--- src/rtl/dcache_pkg.sv ---
// Shared definitions for the data cache and its request arbiter.
package dcache_pkg;

  // Cache uop encodings
  localparam logic [4:0] STR_UOP = 5'b01001;
  localparam logic [4:0] LDR_UOP = 5'b01010;
  localparam logic [4:0] NOP_UOP = 5'b00000;

  // Number of cache words; valid addresses are 0..DC_DEPTH-1
  localparam int unsigned DC_DEPTH = 32;

  typedef enum logic [1:0] {
    IDLE,
    ISSUE,
    WAIT,
    RESP
  } state_e;

  // Latched request; id 0 = req0, id 1 = req1
  typedef struct packed {
    logic        write;
    logic [31:0] addr;
    logic [31:0] wdata;
    logic        id;
  } req_t;

endpackage

--- src/rtl/dcache_arbiter_if.sv ---
// One requester port of the dcache arbiter: valid/ready request plus response pulse.
interface dcache_arbiter_if;
  logic        req_valid;
  logic        req_ready;
  logic        req_write;
  logic [31:0] req_addr;
  logic [31:0] req_wdata;
  logic        resp_valid;
  logic [31:0] resp_rdata;
  logic        resp_err;

  // Requester side
  modport master (
    output req_valid, req_write, req_addr, req_wdata,
    input  req_ready, resp_valid, resp_rdata, resp_err
  );

  // Arbiter side
  modport slave (
    input  req_valid, req_write, req_addr, req_wdata,
    output req_ready, resp_valid, resp_rdata, resp_err
  );
endinterface

--- src/rtl/dcache_arbiter_rr_arbiter2.sv ---
// Two-way round-robin grant; purely combinational, the grant history lives in the caller.
// last_grant_i = 1 means req1 was granted last, so req0 wins a tie.
module rr_arbiter2 (
  input  logic valid0_i,
  input  logic valid1_i,
  input  logic last_grant_i,
  output logic grant0_o,
  output logic grant1_o
);

  // Lone requester always wins; on a tie the one not granted last wins
  always_comb begin
    grant0_o = valid0_i && (!valid1_i || last_grant_i);
    grant1_o = valid1_i && (!valid0_i || !last_grant_i);
  end

endmodule

--- src/rtl/dcache_arbiter.sv ---
// Arbitrates two requesters onto the single-port dcache uop interface.
// Optional: define DCACHE_ARB_BOUNDS_CHECK_EN to reject addresses >= DC_DEPTH with resp_err.
module dcache_arbiter
  import dcache_pkg::*;
(
  input  logic              clock,
  input  logic              reset,
  dcache_arbiter_if.slave   req0,
  dcache_arbiter_if.slave   req1,
  output logic [31:0]       dc_addr,
  output logic [31:0]       dc_data_in,
  output logic [4:0]        dc_uop,
  input  logic [31:0]       dc_data_out
);

  state_e      state_q, state_d;
  req_t        req_q, req_d, req_in;
  logic        err_q, err_d;
  logic        last_grant_q, last_grant_d;
  logic [31:0] rdata0_q, rdata0_d;
  logic [31:0] rdata1_q, rdata1_d;
  logic [31:0] dc_addr_q, dc_addr_d;
  logic [31:0] dc_data_in_q, dc_data_in_d;
  logic [4:0]  dc_uop_q, dc_uop_d;
  logic        grant0, grant1;
  logic        handshake;
  logic        addr_err;

  rr_arbiter2 u_rr (
    .valid0_i     (req0.req_valid),
    .valid1_i     (req1.req_valid),
    .last_grant_i (last_grant_q),
    .grant0_o     (grant0),
    .grant1_o     (grant1)
  );

  // Select the granted requester's payload and flag out-of-range addresses
  always_comb begin
    req_in.write = grant1 ? req1.req_write : req0.req_write;
    req_in.addr  = grant1 ? req1.req_addr  : req0.req_addr;
    req_in.wdata = grant1 ? req1.req_wdata : req0.req_wdata;
    req_in.id    = grant1;
    handshake    = (state_q == IDLE) && (grant0 || grant1);
`ifdef DCACHE_ARB_BOUNDS_CHECK_EN
    addr_err     = (req_in.addr >= 32'(DC_DEPTH));
`else
    addr_err     = 1'b0;
`endif
  end

  // FSM state register
  always_ff @(posedge clock) begin
    if (reset) begin
      state_q <= IDLE;
    end else begin
      state_q <= state_d;
    end
  end

  // FSM next state; error ops spend the issue slot idle so they share the store latency
  always_comb begin
    state_d = state_q;
    unique case (state_q)
      IDLE:    if (handshake) state_d = ISSUE;
      ISSUE:   state_d = (req_q.write || err_q) ? RESP : WAIT;
      WAIT:    state_d = RESP;
      RESP:    state_d = IDLE;
      default: state_d = IDLE;
    endcase
  end

  // FSM outputs: cache uop for the coming cycle, handshake readies and response ports
  always_comb begin
    dc_uop_d     = NOP_UOP;
    dc_addr_d    = dc_addr_q;
    dc_data_in_d = dc_data_in_q;
    if ((state_d == ISSUE) && !err_d) begin
      dc_uop_d     = req_d.write ? STR_UOP : LDR_UOP;
      dc_addr_d    = req_d.addr;
      dc_data_in_d = req_d.write ? req_d.wdata : 32'd0;
    end
  end

  assign req0.req_ready  = (state_q == IDLE) && grant0;
  assign req1.req_ready  = (state_q == IDLE) && grant1;
  assign req0.resp_valid = (state_q == RESP) && !req_q.id;
  assign req1.resp_valid = (state_q == RESP) &&  req_q.id;
  assign req0.resp_err   = (state_q == RESP) && !req_q.id && err_q;
  assign req1.resp_err   = (state_q == RESP) &&  req_q.id && err_q;
  assign req0.resp_rdata = rdata0_q;
  assign req1.resp_rdata = rdata1_q;
  assign dc_addr         = dc_addr_q;
  assign dc_data_in      = dc_data_in_q;
  assign dc_uop          = dc_uop_q;

  // Request latch, grant history and per-port response data
  always_comb begin
    req_d        = req_q;
    err_d        = err_q;
    last_grant_d = last_grant_q;
    rdata0_d     = rdata0_q;
    rdata1_d     = rdata1_q;
    if (handshake) begin
      req_d        = req_in;
      err_d        = addr_err;
      last_grant_d = req_in.id;
    end
    // Response data is loaded only on entry to RESP so each port holds its last result
    if ((state_d == RESP) && (state_q != RESP)) begin
      if (req_q.id) begin
        rdata1_d = (state_q == WAIT) ? dc_data_out : 32'd0;
      end else begin
        rdata0_d = (state_q == WAIT) ? dc_data_out : 32'd0;
      end
    end
  end

  // Datapath registers
  always_ff @(posedge clock) begin
    if (reset) begin
      req_q        <= '0;
      err_q        <= 1'b0;
      last_grant_q <= 1'b1;
      rdata0_q     <= '0;
      rdata1_q     <= '0;
      dc_addr_q    <= '0;
      dc_data_in_q <= '0;
      dc_uop_q     <= NOP_UOP;
    end else begin
      req_q        <= req_d;
      err_q        <= err_d;
      last_grant_q <= last_grant_d;
      rdata0_q     <= rdata0_d;
      rdata1_q     <= rdata1_d;
      dc_addr_q    <= dc_addr_d;
      dc_data_in_q <= dc_data_in_d;
      dc_uop_q     <= dc_uop_d;
    end
  end

endmodule

--- src/flat_wrapper.sv ---
// flat-port wrapper written by rule: the top's interface ports become plain ports
module dcache_arbiter_flat import dcache_pkg::*;
  (clock, reset, dc_addr, dc_data_in, dc_uop, dc_data_out, req0_req_valid, req0_req_write, req0_req_addr, req0_req_wdata, req0_req_ready, req0_resp_valid, req0_resp_rdata, req0_resp_err, req1_req_valid, req1_req_write, req1_req_addr, req1_req_wdata, req1_req_ready, req1_resp_valid, req1_resp_rdata, req1_resp_err);
  dcache_arbiter_if req0_i ();
  dcache_arbiter_if req1_i ();
  input  logic clock;
  input  logic reset;
  output logic [31:0] dc_addr;
  output logic [31:0] dc_data_in;
  output logic [4:0] dc_uop;
  input  logic [31:0] dc_data_out;
  input wire logic [$bits(req0_i.req_valid)-1:0] req0_req_valid;
  input wire logic [$bits(req0_i.req_write)-1:0] req0_req_write;
  input wire logic [$bits(req0_i.req_addr)-1:0] req0_req_addr;
  input wire logic [$bits(req0_i.req_wdata)-1:0] req0_req_wdata;
  output wire logic [$bits(req0_i.req_ready)-1:0] req0_req_ready;
  output wire logic [$bits(req0_i.resp_valid)-1:0] req0_resp_valid;
  output wire logic [$bits(req0_i.resp_rdata)-1:0] req0_resp_rdata;
  output wire logic [$bits(req0_i.resp_err)-1:0] req0_resp_err;
  input wire logic [$bits(req1_i.req_valid)-1:0] req1_req_valid;
  input wire logic [$bits(req1_i.req_write)-1:0] req1_req_write;
  input wire logic [$bits(req1_i.req_addr)-1:0] req1_req_addr;
  input wire logic [$bits(req1_i.req_wdata)-1:0] req1_req_wdata;
  output wire logic [$bits(req1_i.req_ready)-1:0] req1_req_ready;
  output wire logic [$bits(req1_i.resp_valid)-1:0] req1_resp_valid;
  output wire logic [$bits(req1_i.resp_rdata)-1:0] req1_resp_rdata;
  output wire logic [$bits(req1_i.resp_err)-1:0] req1_resp_err;
  assign req0_i.req_valid = req0_req_valid;
  assign req0_i.req_write = req0_req_write;
  assign req0_i.req_addr = req0_req_addr;
  assign req0_i.req_wdata = req0_req_wdata;
  assign req0_req_ready = req0_i.req_ready;
  assign req0_resp_valid = req0_i.resp_valid;
  assign req0_resp_rdata = req0_i.resp_rdata;
  assign req0_resp_err = req0_i.resp_err;
  assign req1_i.req_valid = req1_req_valid;
  assign req1_i.req_write = req1_req_write;
  assign req1_i.req_addr = req1_req_addr;
  assign req1_i.req_wdata = req1_req_wdata;
  assign req1_req_ready = req1_i.req_ready;
  assign req1_resp_valid = req1_i.resp_valid;
  assign req1_resp_rdata = req1_i.resp_rdata;
  assign req1_resp_err = req1_i.resp_err;
  dcache_arbiter u_core (.clock(clock), .reset(reset), .req0(req0_i), .req1(req1_i), .dc_addr(dc_addr), .dc_data_in(dc_data_in), .dc_uop(dc_uop), .dc_data_out(dc_data_out));
endmodule
--- config.mk ---
export PLATFORM = sky130hd
export DESIGN_NAME = dcache_arbiter_flat
export DESIGN_NICKNAME = d
export VERILOG_FILES = /design/src/rtl/dcache_pkg.sv /design/src/rtl/dcache_arbiter_if.sv /design/src/rtl/dcache_arbiter_rr_arbiter2.sv /design/src/rtl/dcache_arbiter.sv /design/src/flat_wrapper.sv
export SDC_FILE = /design/constraint.sdc
export NUM_CORES = 1
export LEC_CHECK = 0
export ABC_AREA = 0
export BUFFER_PORTS_ARGS = -buffer_cell sky130_fd_sc_hd__buf_2
export CORE_MARGIN = 2
export CORE_UTILIZATION = 40
export DETAILED_ROUTE_END_ITERATION = 7
export MAX_ROUTING_LAYER = met4
export PLACE_DENSITY_LB_ADDON = 0.1
export SYNTH_ARGS = -nofsm -noshare
export SYNTH_HDL_FRONTEND = slang
export SYNTH_HIERARCHICAL = 1
export SYNTH_SLANG_ARGS = --single-unit
export TNS_END_PERCENT = 1
--- constraint.sdc ---
create_clock -name clock -period 2.7 [get_ports clock]
set_input_delay 0.675 -clock clock [delete_from_list [all_inputs] [get_ports clock]]
set_output_delay 0.675 -clock clock [all_outputs]
set_load 0.05 [all_outputs]
Word level (Yosys, flattened, before mapping)
Cells that the tools add are included.

operators by class
  reduce and logical (&&, ||, !) cells = 24
  bitwise operators = 2
  muxes and demuxes = 11
  equal/unequal tests = 6

operators with widths
  kind                                                 number
  two-way mux 32 bit                                   4
  two-way mux 66 bit                                   1
  logical AND 1 bit                                    11
  one-hot mux 2 bit (4 select lines)                   1
  equality test 2 bit, second input constant           3
  zero test 1 bit                                      5
  equality test 2 x 1 -> 1 bit, second input constant  2
  logical OR 1 bit                                     4
  two-way mux 2 bit                                    2
  AND reduction 2 bit                                  2
  two-way mux 1 bit                                    3
  zero test 2 bit                                      1
  != test 2 bit, second input constant                 1
  NOT 1 bit                                            2
  OR reduction 2 bit                                   1

storage, ports and cells
  bits in registers = 203
  word-level logic and storage cells = 55

Longest topological paths before layout
Gate-level depths: netlist (run 1).

  depth after elaboration = 11
  gate-level depth with buffers = 9

Cells and area by module
Netlist (run 1), hierarchy kept.

by module, submodules not included
  module          area an instance (um^2)  cells an instance  sequential area each (um^2)  instances
  dcache_arbiter  7669.9                   823                4023.9                       1
  rr_arbiter2     18.8                     3                  0.0                          1

Worst setup path after synthesis (run 1)
OpenSTA, ideal clock, no wires.

  path type = input-to-reg
  start point = input req1_req_valid
  end point = register u_core.rdata0_q[10] (netlist: u_core/req0.resp_rdata[10])
  arrival = 2.099 ns
  library setup time = 0.132 ns
  stages on the path = 9
  setup slack = 0.468 ns
  required time = 2.568 ns
  cells stage by stage = a21boi_0 buf_4 o21ai_2 a32o_2 or3_1 clkbuf_1 buf_2 nand2_1 a21oi_1

between the ends
  longest elaborated chain between the ends = 10

ends and longest elaborated chain
  what                                  line                              text
  start: declaration                    flat_wrapper.sv:20                input wire logic [$bits(req1_i.req_valid)-1:0] req1_req_valid;
  zero test 1 bit                       dcache_arbiter_rr_arbiter2.sv:13  grant0_o = valid0_i && (!valid1_i || last_grant_i);
  logical OR 1 bit                      dcache_arbiter_rr_arbiter2.sv:13
  logical AND 1 bit                     dcache_arbiter_rr_arbiter2.sv:13
  logical OR 1 bit *                    dcache_arbiter.sv:43              handshake = (state_q == IDLE) && (grant0 || grant1);
  logical AND 1 bit *                   dcache_arbiter.sv:43
  two-way mux 2 bit *                   dcache_arbiter.sv:64              IDLE: if (handshake) state_d = ISSUE;
  one-hot mux 2 bit (4 select lines) *  dcache_arbiter.sv:63              unique case (state_q)
  equality test 2 bit *                 dcache_arbiter.sv:109             if ((state_d == RESP) && (state_q != RESP)) begin
  logical AND 1 bit *                   dcache_arbiter.sv:109
  AND reduction 2 bit (no line) *       n/a
  end signal: assignment                dcache_arbiter.sv:133             rdata0_q <= rdata0_d;
  end: declaration                      dcache_arbiter.sv:20              logic [31:0] rdata0_q, rdata0_d;

Mark *: on every way between the ends. The rest lies on a longest branch, timed or not.
A chain may end at the register's enable or synchronous reset.

Worst setup path in the final report (run 1)
  start point = register u_core.last_grant_q
  end point = output req0_req_ready

between the ends
  longest elaborated chain between the ends = 3

ends and longest elaborated chain
  what                      line                              text
  start: declaration        dcache_arbiter.sv:19              logic last_grant_q, last_grant_d;
  start signal: assignment  dcache_arbiter.sv:132             last_grant_q <= last_grant_d;
  logical OR 1 bit          dcache_arbiter_rr_arbiter2.sv:13
  logical AND 1 bit         dcache_arbiter_rr_arbiter2.sv:13
  named net u_core.grant0   dcache_arbiter.sv:25              logic grant0, grant1;
  logical AND 1 bit         dcache_arbiter.sv:84              assign req0.req_ready = (state_q == IDLE) && grant0;
  end: declaration          flat_wrapper.sv:16                output wire logic [$bits(req0_i.req_ready)-1:0] req0_req_ready;

The timed path passes the listed nets, and every way through them passes these cells.

==> results of run 1 <==
[power groups by stage]
stage,registers [W],clock network [W],logic [W]
2_1_floorplan,0.00525,0,0.00265
3_3_place_gp,0.00404,0,0.00520
3_5_place_dp,0.00405,0,0.00526
4_1_cts,0.00399,0.00304,0.00527
5_1_grt,0.00406,0.00317,0.00568
6_report,0.00399,0.00296,0.00521
[through the flow]
stage          worst slack [ns]  cell area, sq um  util [%]  power (W)  std cells
2_1_floorplan             0.468              7690         -    0.00790        827
3_3_place_gp             0.0158              9420      50.2    0.00924       1312
3_5_place_dp             0.0106              9420      50.2    0.00931       1312
4_1_cts                   0.220             10100      54.1     0.0123       1349
5_1_grt                   0.130             10100      54.1     0.0129       1349
6_report                  0.230             10100      54.1     0.0122       1349
[area by class of cell]
type                    count  share of cell area [%]
flip-flops and latches    201                    39.7
clock buffers              35                    6.81
multi-input cells         546                    32.7
repair buffers            325                    17.4
inverters                   6                   0.222
well taps                 234                    2.89
clock inverters             2                   0.345
[flip-flops by register name, indices dropped and copies added (netlist names)]
name and cells:
u_core/dc_addr 32, u_core/dc_data_in 32, u_core/dc_uop 3, u_core/err_q 1
u_core/last_grant_q 1, u_core/req0.resp_rdata 32, u_core/req1.resp_rdata 32, u_core/req_q 66
u_core/state_q 2
[critical path, stage by stage, from the launching register on]
cell and delay (ns):
dfxtp_1 0.39, inv_1 0.06, a21boi_1 0.24, buf_4 0.17, nand2_1 0.10, inv_1 0.07, buf_2 0.26
[Yosys cell counts (2+ instances only)]
cell type / instances
a211oi_1: 49
a21oi_1: 97
buf_1: 4
buf_2: 30
buf_4: 11
clkbuf_1: 28
dfxtp_1: 201
ha_1: 5
inv_1: 6
mux2i_1: 64
nand2_1: 88
nand2b_1: 3
nand3_1: 64
nor2_1: 100
nor2b_1: 4
nor3_1: 2
nor3_2: 2
o21ai_0: 2
o22a_1: 31
o2bb2ai_1: 5
o2bb2ai_2: 9
[cell families after synthesis]
logic type / Yosys count / synth area share (%)
simple gates: 275 / 15.6
fa+ha+maj: 5 / 0.814
other cells: 1 / 0.0488
flops: 201 / 52.3
compound gates: 200 / 17.8
mux: 64 / 8.33
buf+inv: 80 / 5.03
[worst paths after layout]
| kind | from | to | slack [ns] |
|---|---|---|---|
| worst max register to register | u_core/state_q[0] | u_core/dc_data_in[1] | 0.44 |
| worst min-delay path | dc_data_out[18] | u_core/req0.resp_rdata[18] | 0.44 |
| worst min register to register | u_core/req0.resp_rdata[28] | u_core/req0.resp_rdata[28] | 0.45 |
| worst max-delay path | u_core/last_grant_q | req0_req_ready | 0.23 |
[metal layers]
layer  global-route usage [%]  vias to the layer above  share of wire [%]
met2                     32.1                      208                 46
met3                     3.96                       36                6.1
li1                         -                     3423                  -
met4                     5.68                        0                2.4
met1                     25.8                     3019                 46
met5                        -                        -                  0
[cells in the final DEF (no fill, tap or decap), drive strengths merged, types with 2 or more instances in the layout]
master / Yosys / final
a211oi: 49 / 49
a21boi: 2 / 2
a21oi: 97 / 97
buf: 46 / 325
clkbuf: 28 / 35
conb: 1 / 2
dfxtp: 201 / 201
ha: 5 / 5
inv: 6 / 6
mux2i: 64 / 64
nand2: 89 / 89
nand2b: 3 / 3
nand3: 64 / 64
nor2: 101 / 101
nor2b: 4 / 4
nor3: 4 / 4
nor3b: 2 / 2
o21ai: 3 / 3
o22a: 31 / 31
o2bb2ai: 14 / 14
or2: 2 / 2
==> results.ini, run 1 <==
[global_route]
grt-ovfl-total = 0
grt_start_max_net_pins = 73
grt_pass1_vias = 6492
grt_pass1_wl_mm = 32.3
antenna_found_initial = 0
track_usage_pct = 20.0

[power]
power.switching_w = 0.00501
intPower_w = 0.00715
p_sw_share_pct = 41.2
combPwrFrac_pct = 42.8
powerDensity_mw_per_mm2 = 1200
ir_drop_v = 0.000673
clkPwrFrac_pct = 24.4
leakagePower_nw = 4.61
power_frac_seq_pct = 32.8

[setup_path]
worstSetupStartpointType = flop
arrival_ns = 1.80
cp.required_ns = 2.03
cp-end-kind = output port
rr_worst_depth = 7
worst-path-max-fanout = 4
crit_type = flop to output port

[die]
die_area_sq_mm = 0.0203
start_util_pct = 41.0
die_x_um = 143
io_pins = 305
core_area_sq_mm = 0.0188
die_y_um = 143
rows = 50

[cts]
cts_tree = done
clock_latency_ns = 0.49
cts_made_buffers = 22
cts.clk_slew.worst_paths_ns = 0.06
ctsResizeCount = 0
post-cts-setup-buffers = 0
clock_path_buffers = 3
cts_root_buf = clkbuf_16
h-tree-depth = 1
clock_sinks = 201
cts_hold_buf = 0

[outcome]
status = finished, final reports clean

[logic_synthesis]
synth_warnings = 6
post_synth_inst_count = 826
yosysTopAreaCell = dfxtp_1
synth.cell_area_sq_mm = 0.00769
synth_area_leaders = dfxtp_1 52%, mux2i_1 8.3%, a21oi_1 6.3%, nor2_1 4.9%, a211oi_1 4.8%
synthDominantCellAreaShare_pct = 52.3
synthFlopType = dfxtp_1
synth_seq_area_share_pct = 52.3
synth_edf_count = 0
synth_area_per_cell_sq_um = 9.31
ys_ff_latch = 201
synth.distinct_cells = 42
async_reset_ff_share_pct = 0

[layout]
fillers = 1782
antennaDiodeCount = 0
layout-drive-gt1-share_pct = 33.9
syn2layout_area_growth_pct = 31.9
nets = 1273
regArea_sq_mm = 0.00402
multiInputGateArea_sq_mm = 0.00332

[detailed_routing]
num_vias = 6686
drt_first_pass_iters = 4
wirelength_mm = 20.5
drtIter0Drc = 296
drc_errors = 0
routed_via_density = 4.96
drtAntennaViolNets = 0
wire_per_inst_um = 15.2

[sta]
holdWs_ns = 0.440
tns_ns = 0
max_freq_mhz = 405
tightest_slew_ns = 0.785
fin_crit_ns = 2.47
slew_violations = 0
setup_violations = 0
slew_headroom_pct = 47.7
rsz0062_at_grt = no
period_share_pct = 91.5
skew_ns = 0.00694
hold_violations = 0

[run]
drv_cap = 0

[place]
place_hpwl_mm = 14.2
io_buffer_count = 302
place_congestion = 0.757

[min_path]
hp-class = input pin to flop
min_path_cells = 3

Note: power is estimated with default switching activity, not from simulation.
==> run 2, diff against run 1 <==
Settings changed: SYNTH_HIERARCHICAL 1 to not set, TNS_END_PERCENT 1 to not set.
==> results.ini, run 2 <==
[logic_synthesis]
synth_area_per_cell_sq_um = 8.29  ; -11%
post_synth_inst_count = 984  ; +19%
ys_ff_latch = 201  ; unchanged
synth_warnings = 0  ; -6
synth_area_leaders = dfxtp_1 49%, nand2_1 10%, a21oi_1 9.6%, nand3b_1 4.3%, nand3_1 4.0%
synthFlopType = dfxtp_1
synth.cell_area_sq_mm = 0.00816  ; +6.1%
synth_seq_area_share_pct = 49.3  ; -3.0 points
async_reset_ff_share_pct = 0  ; unchanged
synth.most_common_cell = nand2_1
synth_edf_count = 0  ; unchanged
synthDominantCellAreaShare_pct = 49.3  ; -3.0 points
yosysTopAreaCell = dfxtp_1
synth.distinct_cells = 47  ; +12%
ys_top_cells_by_count = 219 x nand2_1, 201 x dfxtp_1, 156 x a21oi_1

[outcome]
status = finished, final reports clean

[global_route]
met3_usage_pct = 4.88  ; +0.92 points
grt-ovfl-total = 0  ; unchanged
grt_start_max_net_pins = 73  ; unchanged
grt_use_met1_pct = 29.7  ; +3.9 points
track_usage_pct = 22.3  ; +2.3 points
grt_pass1_wl_mm = 38.6  ; +19%
busiest_layer = met2
antenna_found_initial = 1  ; +1
grt_pass1_vias = 7402  ; +14%
grt_use_met2_pct = 35.0  ; +2.9 points

[layout]
layout_commonest_cell = buf_2
nets = 1415  ; +11%
most-common-layout-cells = 301 x buf_2, 219 x nand2_1, 201 x dfxtp_1, 156 x a21oi_1, 86 x nor2_1
largest-register = u_core.req_q
layout-drive-gt1-share_pct = 31.7  ; -2.2 points
stdcell_count = 1528  ; +13%
syn2layout_area_growth_pct = 27.8
largest_reg_flops = 66  ; unchanged
utilization_pct = 51.9  ; -2.2 points

[setup_path]
worstReg2RegStart = u_core.state_q[0]
r2r_setup_slack_ns = 0.47  ; +0.03 ns
rr_worst_depth = 9  ; +2
arrival_ns = 1.84  ; +0.04 ns
cp-end-kind = output port
cp.required_ns = 2.03  ; about the same
rr_endpoint = u_core.dc_data_in[4]
worst-path-max-fanout = 7  ; +3
worstSetupStartpointType = flop
crit_type = flop to output port

[power]
power.switching_w = 0.00552  ; +10%
clkPwrFrac_pct = 22.7  ; -1.7 points
ir_drop_v = 0.000673  ; about the same
leakagePower_nw = 4.66  ; +1.1%
combPwrFrac_pct = 44.8  ; +2.0 points
power_frac_seq_pct = 32.5  ; -0.3 points
p_sw_share_pct = 45.3  ; +4.1 points
intPower_w = 0.00668  ; -6.6%
powerDensity_mw_per_mm2 = 1170  ; -2.4%

[detailed_routing]
num_vias = 7609  ; +14%
wirelength_mm = 23.9  ; +17%
drtAntennaViolNets = 0  ; unchanged
wire_per_inst_um = 15.7  ; +3.1%
routed_via_density = 4.98  ; +0.47%
drc_errors = 0  ; unchanged
drtIter0Drc = 386  ; +30%
drt_first_pass_iters = 4  ; unchanged

[die]
core_area_sq_mm = 0.0201  ; +7.1%
die_y_um = 147  ; +2.9%
io_pins = 305  ; unchanged
rows = 52  ; +4.0%
die_x_um = 147  ; +2.9%
die_area_sq_mm = 0.0216  ; +5.9%
start_util_pct = 40.6  ; -0.39 points

[cts]
clock_sinks = 201  ; unchanged
post-cts-setup-buffers = 0  ; unchanged
ctsResizeCount = 0  ; unchanged
cts_hold_buf = 0  ; unchanged
cts_root_buf = clkbuf_16
clock_path_buffers = 3  ; unchanged
cts_tree = done
cts_made_buffers = 23  ; +4.5%
clock_latency_ns = 0.50  ; about the same
h-tree-depth = 1  ; unchanged
cts.clk_slew.worst_paths_ns = 0.06  ; about the same

[sta]
slew_headroom_pct = 58.1  ; +10 points
layout_setup_ws_ns = 0.183  ; -0.0466 ns
rsz0062_at_grt = no
period_share_pct = 93.2  ; +1.7 points
setup_violations = 0  ; unchanged
holdWs_ns = 0.442  ; +0.00227 ns
tightest_slew_ns = 0.628  ; -0.157 ns
tns_ns = 0  ; unchanged
hold_violations = 0  ; unchanged
max_freq_mhz = 397  ; -1.9%
skew_ns = 0.00849  ; +0.00155 ns
fin_crit_ns = 2.52  ; +0.0466 ns
slew_violations = 0  ; unchanged

[min_path]
hold_path_end = u_core.req_q[6]
min_path_cells = 3  ; unchanged
min-delay-start = req0_req_wdata[5]
hp-class = input pin to flop

[place]
io_buffer_count = 302  ; unchanged
placed_cells = 1489  ; +13%
place_hpwl_mm = 15.6  ; +9.8%
pre_cts_ws_ns = 0.287  ; +0.277 ns
place_congestion = 0.797  ; +5.3%

[run]
drv_cap = 0  ; unchanged

## run 2: cell types whose count changed after synthesis, moves of 13 or more
cell      before  now
nand2_1       88  219
mux2i_1       64    0
a21oi_1       97  156
nand3b_1       1   47
a211oi_1      49    4
o21ai_0        2   35
o22a_1        31    0
a211oi_2       0   15
nor2_1       100   86
clkbuf_1      28   41
## run 2: layer usage
layer,routed length (um),share of wire [%],up-vias
met5,0,0,-
met4,349,1.5,0
met3,1700,7.1,29
met2,11000,46,226
met1,10900,45,3512
li1,-,-,3842
## run 2: power groups by stage
| stage | Clock (W) | Combinational (W) | Sequential (W) |
|---|---|---|---|
| final | 0.00276 | 0.00547 | 0.00396 |
| after CTS | 0.00284 | 0.00554 | 0.00396 |
| after floorplan | 0 | 0.00294 | 0.00523 |
| after global routing | 0.00298 | 0.00598 | 0.00403 |
| after global placement | 0 | 0.00547 | 0.00401 |
| after detailed placement | 0 | 0.00552 | 0.00402 |
## run 2: how the worst max path moves through the flow
stage | slack, ns | start | cells after the start | end
after floorplan | 0.57 | req1_req_valid | 2 | req0_req_ready
after global placement | 0.35 | req0_req_valid | 8 | u_core.dc_data_in[22]
after detailed placement | 0.29 | req0_req_valid | 8 | u_core.dc_data_in[14]
after CTS | 0.15 | u_core.state_q[0] | 5 | req0_req_ready
after global routing | 0.02 | u_core.state_q[0] | 5 | req0_req_ready
final | 0.18 | u_core.state_q[0] | 5 | req0_req_ready
## run 2: kinds of logic (layout without fill, tap and decap cells)
kind of cell,Yosys count,after routing,synth area share (%)
AOI/OAI and AO/OA,245,245,19.4
adders and majority gates,5,5,0.767
buffers and inverters,95,366,6.21
DFF,201,201,49.3
other,1,4,0.0460
and+or+nand+nor,437,437,24.3
## run 2: metrics by stage
step                cell area [sq um]  power (W)
floorplan                        8160    0.00818
global placement                 9770    0.00948
detailed placement               9770    0.00954
CTS                             10400     0.0123
global route                    10400     0.0130
finish                          10400     0.0122
## run 2: worst max-delay path, cell delays in order, from the launching register on
cell     delay, ns
dfxtp_1       0.33
inv_1         0.11
ha_1          0.35
nand2_1       0.14
nor2_1        0.12
buf_2         0.29
## run 2: cell type report
cell class | instances | area (sq um)
Tap cell | 270 | 338
Timing Repair Buffer | 323 | 1740
Antenna cell | 2 | 5.00
Clock buffer | 32 | 619
Sequential cell | 201 | 4020
Clock inverter | 5 | 30.0
Inverter | 6 | 22.5
Fill cell | 1984 | 9680
Multi-Input combinational cell | 689 | 3650
==> run 3, diff against run 2 <==
Clock period 2.7 ns to 2.1 ns, I/O delays scaled along.
==> results.ini, run 3 (synthesis results as in run 2) <==
[setup_path]
worstSetupStartpointType = flop
crit_type = flop to output port
worst-path-max-fanout = 6  ; -1
crit_slowest_cell = dfxtp_2
arrival_ns = 1.50  ; -0.34 ns
max_stage_delay_ns = 0.36  ; about the same
cp-end-kind = output port
cp.required_ns = 1.57  ; -0.46 ns
cp_cell_sequence = inv_4 > ha_4 > nand2_2 > nor2_2 > buf_6

[power]
ir_drop_v = 0.000916  ; +36%
power_frac_seq_pct = 30.8  ; -1.7 points
leakagePower_nw = 4.82  ; +3.6%
powerDensity_mw_per_mm2 = 1540  ; +32%
intPower_w = 0.00942  ; +41%
combPwrFrac_pct = 44.3  ; -0.5 points
power.switching_w = 0.00720  ; +30%
p_sw_share_pct = 43.3  ; -1.9 points
clkPwrFrac_pct = 24.9  ; +2.2 points

[sta]
layout_setup_ws_ns = 0.0744  ; -0.109 ns
slew_violations = 0  ; unchanged
holdWs_ns = 0.293  ; -0.150 ns
rsz0062_at_grt = no
slew_headroom_pct = 58.1  ; about the same
max_freq_mhz = 494
fin_crit_ns = 2.03
tightest_slew_ns = 0.628  ; -0.0000716 ns
setup_violations = 0  ; unchanged
period_share_pct = 96.5
hold_violations = 0  ; unchanged
tns_ns = 0  ; unchanged
skew_ns = 0.0174  ; +0.00891 ns

[layout]
stdcell_count = 1541  ; +0.85%
most-common-layout-cells = 295 x buf_2, 218 x nand2_1, 199 x dfxtp_1, 156 x a21oi_1, 85 x nor2_1
regArea_sq_mm = 0.00403  ; about the same
fillers = 1958  ; -1.3%
largest-register = u_core.req_q
layout-drive-gt1-share_pct = 33.5  ; +1.9 points
largest_reg_flops = 66  ; unchanged
layout_commonest_cell = buf_2
multiInputGateArea_sq_mm = 0.00368  ; +0.82%
syn2layout_area_growth_pct = 32.3
nets = 1424  ; +0.64%

[die]
io_pins = 305  ; unchanged
core_area_sq_mm = 0.0201  ; unchanged
start_util_pct = 40.6  ; unchanged
die_x_um = 147  ; unchanged
die_area_sq_mm = 0.0216  ; unchanged
die_y_um = 147  ; unchanged
rows = 52  ; unchanged

[global_route]
grt_use_met1_pct = 29.4  ; -0.28 points
antenna_found_initial = 0  ; -1
grt_use_met2_pct = 34.7  ; -0.26 points
busiest_layer = met2
grt_pass1_wl_mm = 38.1  ; -1.3%
grt-ovfl-total = 0  ; unchanged
grt_start_max_net_pins = 65  ; -11%
track_usage_pct = 22.0  ; -0.29 points
met3_usage_pct = 4.66  ; -0.22 points
grt_pass1_vias = 7306  ; -1.3%

[cts]
h-tree-depth = 1  ; unchanged
clock_sinks = 201  ; unchanged
clock_path_buffers = 3  ; unchanged
cts_root_buf = clkbuf_16
clock_latency_ns = 0.50  ; about the same
cts_made_buffers = 23  ; unchanged
cts.clk_slew.worst_paths_ns = 0.06  ; about the same
cts_tree = done

[detailed_routing]
num_vias = 7709  ; +1.3%
wire_per_inst_um = 15.2  ; -3.1%
drtAntennaViolNets = 0  ; unchanged
wirelength_mm = 23.4  ; -2.3%
drtIter0Drc = 415  ; +7.5%
routed_via_density = 5.00  ; +0.46%
drt_first_pass_iters = 4  ; unchanged
drc_errors = 0  ; unchanged

[place]
pre_cts_ws_ns = 0.0427  ; -0.244 ns
place_hpwl_mm = 15.8  ; +1.5%
io_buffer_count = 302  ; unchanged
placed_cells = 1496  ; +0.47%
place_congestion = 0.786  ; -1.4%

[min_path]
hp-class = input pin to flop

[outcome]
status = finished, final reports clean

[run]
drv_cap = 0  ; unchanged

## run 3: path summary, 6_finish.rpt
kind / cells after the start / end / slack [ns] / start
setup / recovery: 5 / req0_req_ready / 0.07 / u_core.state_q[0]
hold / removal: 3 / u_core.req_q[20] / 0.29 / req0_req_wdata[19]
setup reg to reg: 9 / u_core.dc_data_in[27] / 0.17 / u_core.state_q[0]
hold reg to reg: 2 / u_core.req1.resp_rdata[5] / 0.45 / u_core.req1.resp_rdata[5]
## run 3: what timing repair did
action                                  4_1_cts  5_1_grt
setup buffers                                 0        2
gates resized for setup                      13        5
endpoints found under the setup margin        6        9
pin swaps                                     2        3
hold buffers                                  0        0
## run 3: area by class of cell
class,count,area share (%)
antenna,1,0.0232
clock buffer,34,6.55
sequential,201,37.3
inverter,6,0.232
multi-input combinational,689,34.1
timing repair buffer,332,17.7
tap,270,3.13
clock inverter,8,0.928
## run 3: power groups by stage
| stage | clock [W] | combinational (W) | sequential (W) |
|---|---|---|---|
| 5_1_grt | 0.00442 | 0.00804 | 0.00522 |
| 3_3_place_gp | 0 | 0.00726 | 0.00517 |
| 2_1_floorplan | 0 | 0.00378 | 0.00673 |
| 4_1_cts | 0.00426 | 0.00740 | 0.00511 |
| 3_5_place_dp | 0 | 0.00731 | 0.00518 |
| 6_report | 0.00414 | 0.00736 | 0.00513 |
## run 3: stage by stage
stage          total power, W  util [%]  cell area [sq um]
2_1_floorplan          0.0105         -               8160
3_3_place_gp           0.0124      49.3               9910
3_5_place_dp           0.0125      49.3               9910
4_1_cts                0.0168      53.5              10800
5_1_grt                0.0177      53.7              10800
6_report               0.0166      53.7              10800
## run 3: metal layers
| layer | up-vias | wire, um |
|---|---|---|
| li1 | 3862 | - |
| met1 | 3567 | 10600 |
| met2 | 253 | 10800 |
| met3 | 27 | 1590 |
| met4 | 0 | 374 |
| met5 | - | 0 |
## run 3: worst max-delay path, delay by kind of cell (launching register included)
kind	cells	cell delay, ns
flops	1	0.36
buf+inv	2	0.25
fa+ha+maj	1	0.18
simple gates	2	0.21
